===== config.mk =====
export PLATFORM = sky130hd
export DESIGN_NAME = adjust_ctrl_multi
export DESIGN_NICKNAME = d
export VERILOG_FILES = /design/src/rtl/adjust_ctrl_multi.sv
export SDC_FILE = /design/constraint.sdc
export NUM_CORES = 1
export LEC_CHECK = 0
export CORE_AREA = 2 2 45 43
export DETAILED_ROUTE_END_ITERATION = 16
export DIE_AREA = 0 0 47 45
export MAX_ROUTING_LAYER = met4
export PLACE_DENSITY = 0.63
export SYNTH_ARGS = -nofsm -noshare
export SYNTH_HDL_FRONTEND = slang
export SYNTH_SLANG_ARGS = --single-unit

===== constraint.sdc =====
create_clock -name clk -period 1.41 [get_ports clk]
set_clock_uncertainty 0.1 [all_clocks]
set_input_delay 0.282 -clock clk [delete_from_list [all_inputs] [get_ports clk]]
set_output_delay 0.282 -clock clk [all_outputs]
set_load 0.005 [all_outputs]

===== src/rtl/adjust_ctrl_multi.sv =====
// adjust_ctrl_multi: time-set controller for the digital clock.
// Synchronises and debounces the active-low set button, latches the
// highest-priority selected field at the press and emits a one-cycle
// one-hot +1 pulse to that field's counter.
// Optional build macro: AUTO_REPEAT_EN (auto-repeat pulses while held).
module adjust_ctrl_multi #(
  parameter int N_CH       = 3,
  parameter int DB_CYCLES  = 4,
  parameter int RPT_DELAY  = 50,
  parameter int RPT_PERIOD = 10
) (
  input  logic            clk,
  input  logic            rst,
  input  logic [N_CH-1:0] sel,
  input  logic            qd,
  input  logic            adj_en,
  output logic [N_CH-1:0] inc,
  output logic            pressed
);

  localparam int CW  = (N_CH > 1) ? $clog2(N_CH) : 1;
  localparam int DBW = $clog2(DB_CYCLES) + 1;

  typedef enum logic [1:0] {
    S_IDLE,
    S_HOLD,
    S_REPEAT,
    S_WAIT_REL
  } state_t;

  logic            r_qd_s1;
  logic            r_qd_s2;
  logic [N_CH-1:0] r_sel_s1;
  logic [N_CH-1:0] r_sel_s2;
  logic [DBW-1:0]  r_db_cnt;
  logic            r_db;
  logic            r_db_d;
  logic [CW-1:0]   r_ch;
  logic            r_pulse;
  state_t          r_state;

  logic            w_qd_lvl;
  logic            w_press_evt;
  logic            w_sel_any;
  logic [CW-1:0]   w_sel_idx;
  state_t          w_state_nxt;
  logic            w_pulse_nxt;

`ifdef AUTO_REPEAT_EN
  localparam int RMAX = (RPT_DELAY > RPT_PERIOD) ? RPT_DELAY : RPT_PERIOD;
  localparam int RW   = $clog2(RMAX) + 1;
  logic [RW-1:0]   r_rpt;
  logic [RW-1:0]   w_rpt_nxt;
`endif

  // Two-flop synchronisers for the button and the select switches
  always_ff @(posedge clk) begin
    if (rst) begin
      r_qd_s1  <= 1'b1;
      r_qd_s2  <= 1'b1;
      r_sel_s1 <= '0;
      r_sel_s2 <= '0;
    end else begin
      r_qd_s1  <= qd;
      r_qd_s2  <= r_qd_s1;
      r_sel_s1 <= sel;
      r_sel_s2 <= r_sel_s1;
    end
  end

  // Button is active-low: a low synchronised level means "held"
  assign w_qd_lvl = ~r_qd_s2;

  // Debounce: accept a new level only after it has differed for DB_CYCLES cycles
  always_ff @(posedge clk) begin
    if (rst) begin
      r_db_cnt <= '0;
      r_db     <= 1'b0;
      r_db_d   <= 1'b0;
    end else begin
      r_db_d <= r_db;
      if (w_qd_lvl == r_db) begin
        r_db_cnt <= '0;
      end else if (r_db_cnt == DBW'(DB_CYCLES - 1)) begin
        r_db     <= ~r_db;
        r_db_cnt <= '0;
      end else begin
        r_db_cnt <= r_db_cnt + 1'b1;
      end
    end
  end

  assign w_press_evt = r_db & ~r_db_d;
  assign pressed     = r_db;

  // Fixed-priority encoder: highest set select bit wins
  always_comb begin
    w_sel_idx = '0;
    for (int unsigned i = 0; i < N_CH; i++) begin
      if (r_sel_s2[i]) w_sel_idx = CW'(i);
    end
  end

  assign w_sel_any = |r_sel_s2;

  // Channel latch at the press event so select changes during a hold are ignored
  always_ff @(posedge clk) begin
    if (rst) begin
      r_ch <= '0;
    end else if (w_press_evt && (r_state == S_IDLE)) begin
      r_ch <= w_sel_idx;
    end
  end

  // Control FSM state, pulse flag and repeat counter registers
  always_ff @(posedge clk) begin
    if (rst) begin
      r_state <= S_IDLE;
      r_pulse <= 1'b0;
`ifdef AUTO_REPEAT_EN
      r_rpt   <= '0;
`endif
    end else begin
      r_state <= w_state_nxt;
      r_pulse <= w_pulse_nxt;
`ifdef AUTO_REPEAT_EN
      r_rpt   <= w_rpt_nxt;
`endif
    end
  end

  // Next-state and pulse decision
  always_comb begin
    w_state_nxt = r_state;
    w_pulse_nxt = 1'b0;
`ifdef AUTO_REPEAT_EN
    w_rpt_nxt   = '0;
`endif
    case (r_state)
      S_IDLE: begin
        if (w_press_evt) begin
          if (adj_en && w_sel_any) begin
            w_pulse_nxt = 1'b1;
            w_state_nxt = S_HOLD;
          end else begin
            w_state_nxt = S_WAIT_REL;
          end
        end
      end
      S_HOLD: begin
`ifdef AUTO_REPEAT_EN
        w_rpt_nxt = r_rpt + 1'b1;
`endif
        if (!r_db) begin
          w_state_nxt = S_IDLE;
        end else if (!adj_en) begin
          w_state_nxt = S_WAIT_REL;
        end
`ifdef AUTO_REPEAT_EN
        else if (r_rpt == RW'(RPT_DELAY - 1)) begin
          w_pulse_nxt = 1'b1;
          w_rpt_nxt   = '0;
          w_state_nxt = S_REPEAT;
        end
`endif
      end
`ifdef AUTO_REPEAT_EN
      S_REPEAT: begin
        w_rpt_nxt = r_rpt + 1'b1;
        if (!r_db) begin
          w_state_nxt = S_IDLE;
        end else if (!adj_en) begin
          w_state_nxt = S_WAIT_REL;
        end else if (r_rpt == RW'(RPT_PERIOD - 1)) begin
          w_pulse_nxt = 1'b1;
          w_rpt_nxt   = '0;
        end
      end
`endif
      S_WAIT_REL: begin
        if (!r_db) w_state_nxt = S_IDLE;
      end
      default: w_state_nxt = S_IDLE;
    endcase
  end

  // Pulse is decoded from registered flag and latched channel, so at most one bit is high
  assign inc = r_pulse ? (N_CH'(1) << r_ch) : '0;

endmodule


==> flow_summary.yaml <==
status:
  run_status: "complete, no violations"
power_and_ir_drop:
  leakagePower_nw: 0.3436
  power.switching_uw: 164.4
  power_frac_seq: 0.603
  powerDensity_nw_per_um2: 1028
  internal_power_uw: 703.7
  swShare: 0.1894
  ir_worst_vdd_mv: 0.6881
  clkPwrFrac: 0.350
  p_comb_frac: 0.048
worst_setup_path:
  slowest_delay_ns: 0.33
  arrival_ns: 1.01
  crit_path_end_kind: "primary output"
  r2r-end: "r_db_cnt[1]"
  cp-endpoint: "inc[0]"
  path_buf_inv: 2
  cp-startpoint: "r_ch[1]"
  startpoint_type: "flop"
  r2r-start: "r_db_cnt[0]"
  required_ns: 1.03
  crit_chain: "buf_4, nor3b_2, buf_2"
  path_class: "reg -> out"
  critPathSlowestCell: "dfxtp_2"
  r2r_slack_ns: 0.08
  r2r_cells: 4
  path_depth: 3
  crit_fanout: 2
  crit_family: "flip-flops"
detailed_routing:
  ant_nets: 0
  via_per_inst: 4.172
  dr.first_iter.drc_count: 2
  wirelength_um: 856
  dr.pass1.iters: 2
  avgRoutedWirePerCell_um: 8.646
  drcViolationCount: 0
  vias: 413
yosys:
  synth_compound_area_frac: 0.05847
  synth_top_family_by_area: "simple AND/OR/NAND/NOR gates"
  syn_area_per_cell_sq_um: 11.08
  synth_cell_types: 22
  ys.warnings.count: 0
  synth-edff-count: 0
  ys_seq_area_frac: 0.5806
  ys_seq_elements: 18
  synth-main-ff-cell: "dfxtp_1"
  synth.area.mux_share: 0.01613
  synth.most_common_cell: "dfxtp_1"
  syn-cell-area_sq_um: 620.6
  ys_top_cells_by_count: "18 x dfxtp_1, 8 x nor2_1, 7 x nor2b_1"
  synth_top_area_frac: 0.5806
  netlist_instances: 56
  async_flop_share: 0
  synth_top_area_cell: "dfxtp_1"
  synth_xor_area_frac: 0.01411
  synth_nets: 65
  yosys.area_share.simple: 0.2722
  synthAdderAreaFrac: 0.04032
  yosys-top-cells-area: "dfxtp_1 58%, nor2b_1 7.1%, nor2_1 4.8%"
clocking:
  worst_skew_pair.late_latency_ns: 0.28
  htreeDepth: 1
  cts_tree: "yes"
  cts.sinks: 18
  ctsHoldBuffers: 0
  clock_tree.root_cell: "clkbuf_4"
  cts_buffers: 3
  clk_path_buf_depth: 2
  clk_pin_slew_ns: 0.10
final_layout:
  n_antenna_cell: 0
  post-route-cell-area_sq_um: 844.6
  area_delta_synth_final_pct: 36.09
  layout-drive-gt1-share: 0.3600
  n_fill_cell: 158
  nets: 85
  final_util: 0.5241
sta:
  fin_crit_sh: 0.9859
  worstMarginPinSlew_ns: 0.3466
  rsz0062_at_grt: "yes"
  setup_viol: 0
  max-slew-margin-rel: 0.7670
  fmax_mhz: 719.4
  fin_setup_tns_ns: 0
  drv_slew: 0
  hold_viol: 0
  fin_crit_ns: 1.390
floorplan:
  die_area_sq_um: 2115
  start_util: 0.3851
  die_w_um: 47
  ioPinCount: 11
  core_area_sq_um: 1612
  rows: 14
  fp.dieH_um: 45
grt:
  grt_overflow: 0
  grt_pass1_vias: 365
  grt_start_max_net_pins: 11
  use_met1: 0.1197
  grt_usage: 0.1070
  use_met2: 0.1534
  grt_pass1_wl_mm: 1.469
  grt.met3_usage: 0.03600
  top_usage_layer: "met2"
  grt_antenna_before_repair: 0
flow_run:
  max-cap-violations: 0
place:
  gp_congestion: 0.7144
  io_buffers: 10
  hpwl_um: 638.7
  place_area_sq_um: 769.5
worst_hold_path:
  hold_path_class: "reg -> reg"
  hold_start: "r_db_cnt[0]"
[sequential cells by signal, summed over array words and instances (netlist names), 2 cells and up]
name / cells
r_ch: 2
r_state: 2
r_sel_s1: 3
r_db_cnt: 3
r_sel_s2: 3
[final cells by class]
class | instances | area (sq um) | share of cell area
Timing Repair Buffer | 16 | 132.6 | 0.1570
Tap cell | 24 | 30.03 | 0.03556
Sequential cell | 18 | 366.6 | 0.4341
Inverter | 2 | 7.507 | 0.008889
Multi-Input combinational cell | 35 | 271.5 | 0.3215
Clock buffer | 4 | 36.28 | 0.04296
[cell families (layout without fill, tap and decap cells)]
family	count (synthesis)	count (layout)
XOR/XNOR	1	1
AO/OA/AOI/OAI	5	5
flip-flops	18	18
buffers and inverters	3	22
AND/OR/NAND/NOR	26	26
adder cells (fa/ha/maj)	2	2
multiplexers	1	1
[layer usage]
metal,vias up,wire [um]
met5,-,0
met4,0,10
met3,2,53
met2,11,401
met1,178,392
li1,222,-
[worst min-delay path by stage]
| stage | to | depth (start not counted) |
|---|---|---|
| 4_1_cts | r_qd_s2 | 1 |
| 3_5_place_dp | r_qd_s2 | 1 |
| 5_1_grt | r_qd_s2 | 1 |
| 2_1_floorplan | r_sel_s1[0] | 1 |
| 6_report | r_db_cnt[0] | 1 |
| 3_3_place_gp | r_qd_s2 | 1 |
[power groups by stage]
stage,Sequential (mW),Combinational [mW],Clock (mW)
2_1_floorplan,0.534,0.0157,0
3_3_place_gp,0.535,0.0395,0
3_5_place_dp,0.535,0.0401,0
4_1_cts,0.523,0.0410,0.317
5_1_grt,0.525,0.0457,0.346
6_report,0.523,0.0415,0.303
[cell usage in the layout (no fill, tap or decap)]
master           netlist  final
dfxtp_1               18     13
nand2b_1               2      2
nor3b_2                1      2
inv_1                  2      2
xor2_1                 1      1
a211oi_1               1      1
o21a_1                 1      1
nand2_2                0      1
o31ai_1                1      1
nor2b_1                7      7
nand3b_1               1      1
or3_4                  0      1
mux2i_1                1      1
buf_4                  0      5
a32oi_1                1      1
or2_2                  2      2
buf_2                  0      3
clkbuf_4               0      3
a21oi_1                1      1
nor4b_4                1      1
ha_2                   0      1
and3b_1                1      1
ha_1                   2      1
dfxtp_2                0      5
buf_6                  0      1
nor2_4                 0      1
clkdlybuf4s50_1        0      6
nor2_1                 8      7
dlygate4sd2_1          0      1
clkbuf_8               0      1
[stage by stage]
step | cells | hold slack, ns | total power, mW | setup slack (ns)
2_1_floorplan | 56 | 0.2536 | 0.5500 | 0.1043
6_report | 99 | 0.3056 | 0.8681 | 0.01989
4_1_cts | 101 | 0.3228 | 0.8814 | -0.08986
5_1_grt | 99 | 0.3335 | 0.9167 | -0.03741
3_5_place_dp | 92 | 0.2980 | 0.5753 | -0.03497
3_3_place_gp | 92 | 0.2951 | 0.5743 | 0.01075
[timing repair]
item,4_1_cts,5_1_grt
gates resized for setup,21,5
buffers inserted,5,0
endpoints found under the setup margin,5,6
pin swaps,0,2
gates cloned,0,0
Power figures use the tool's default switching activity.
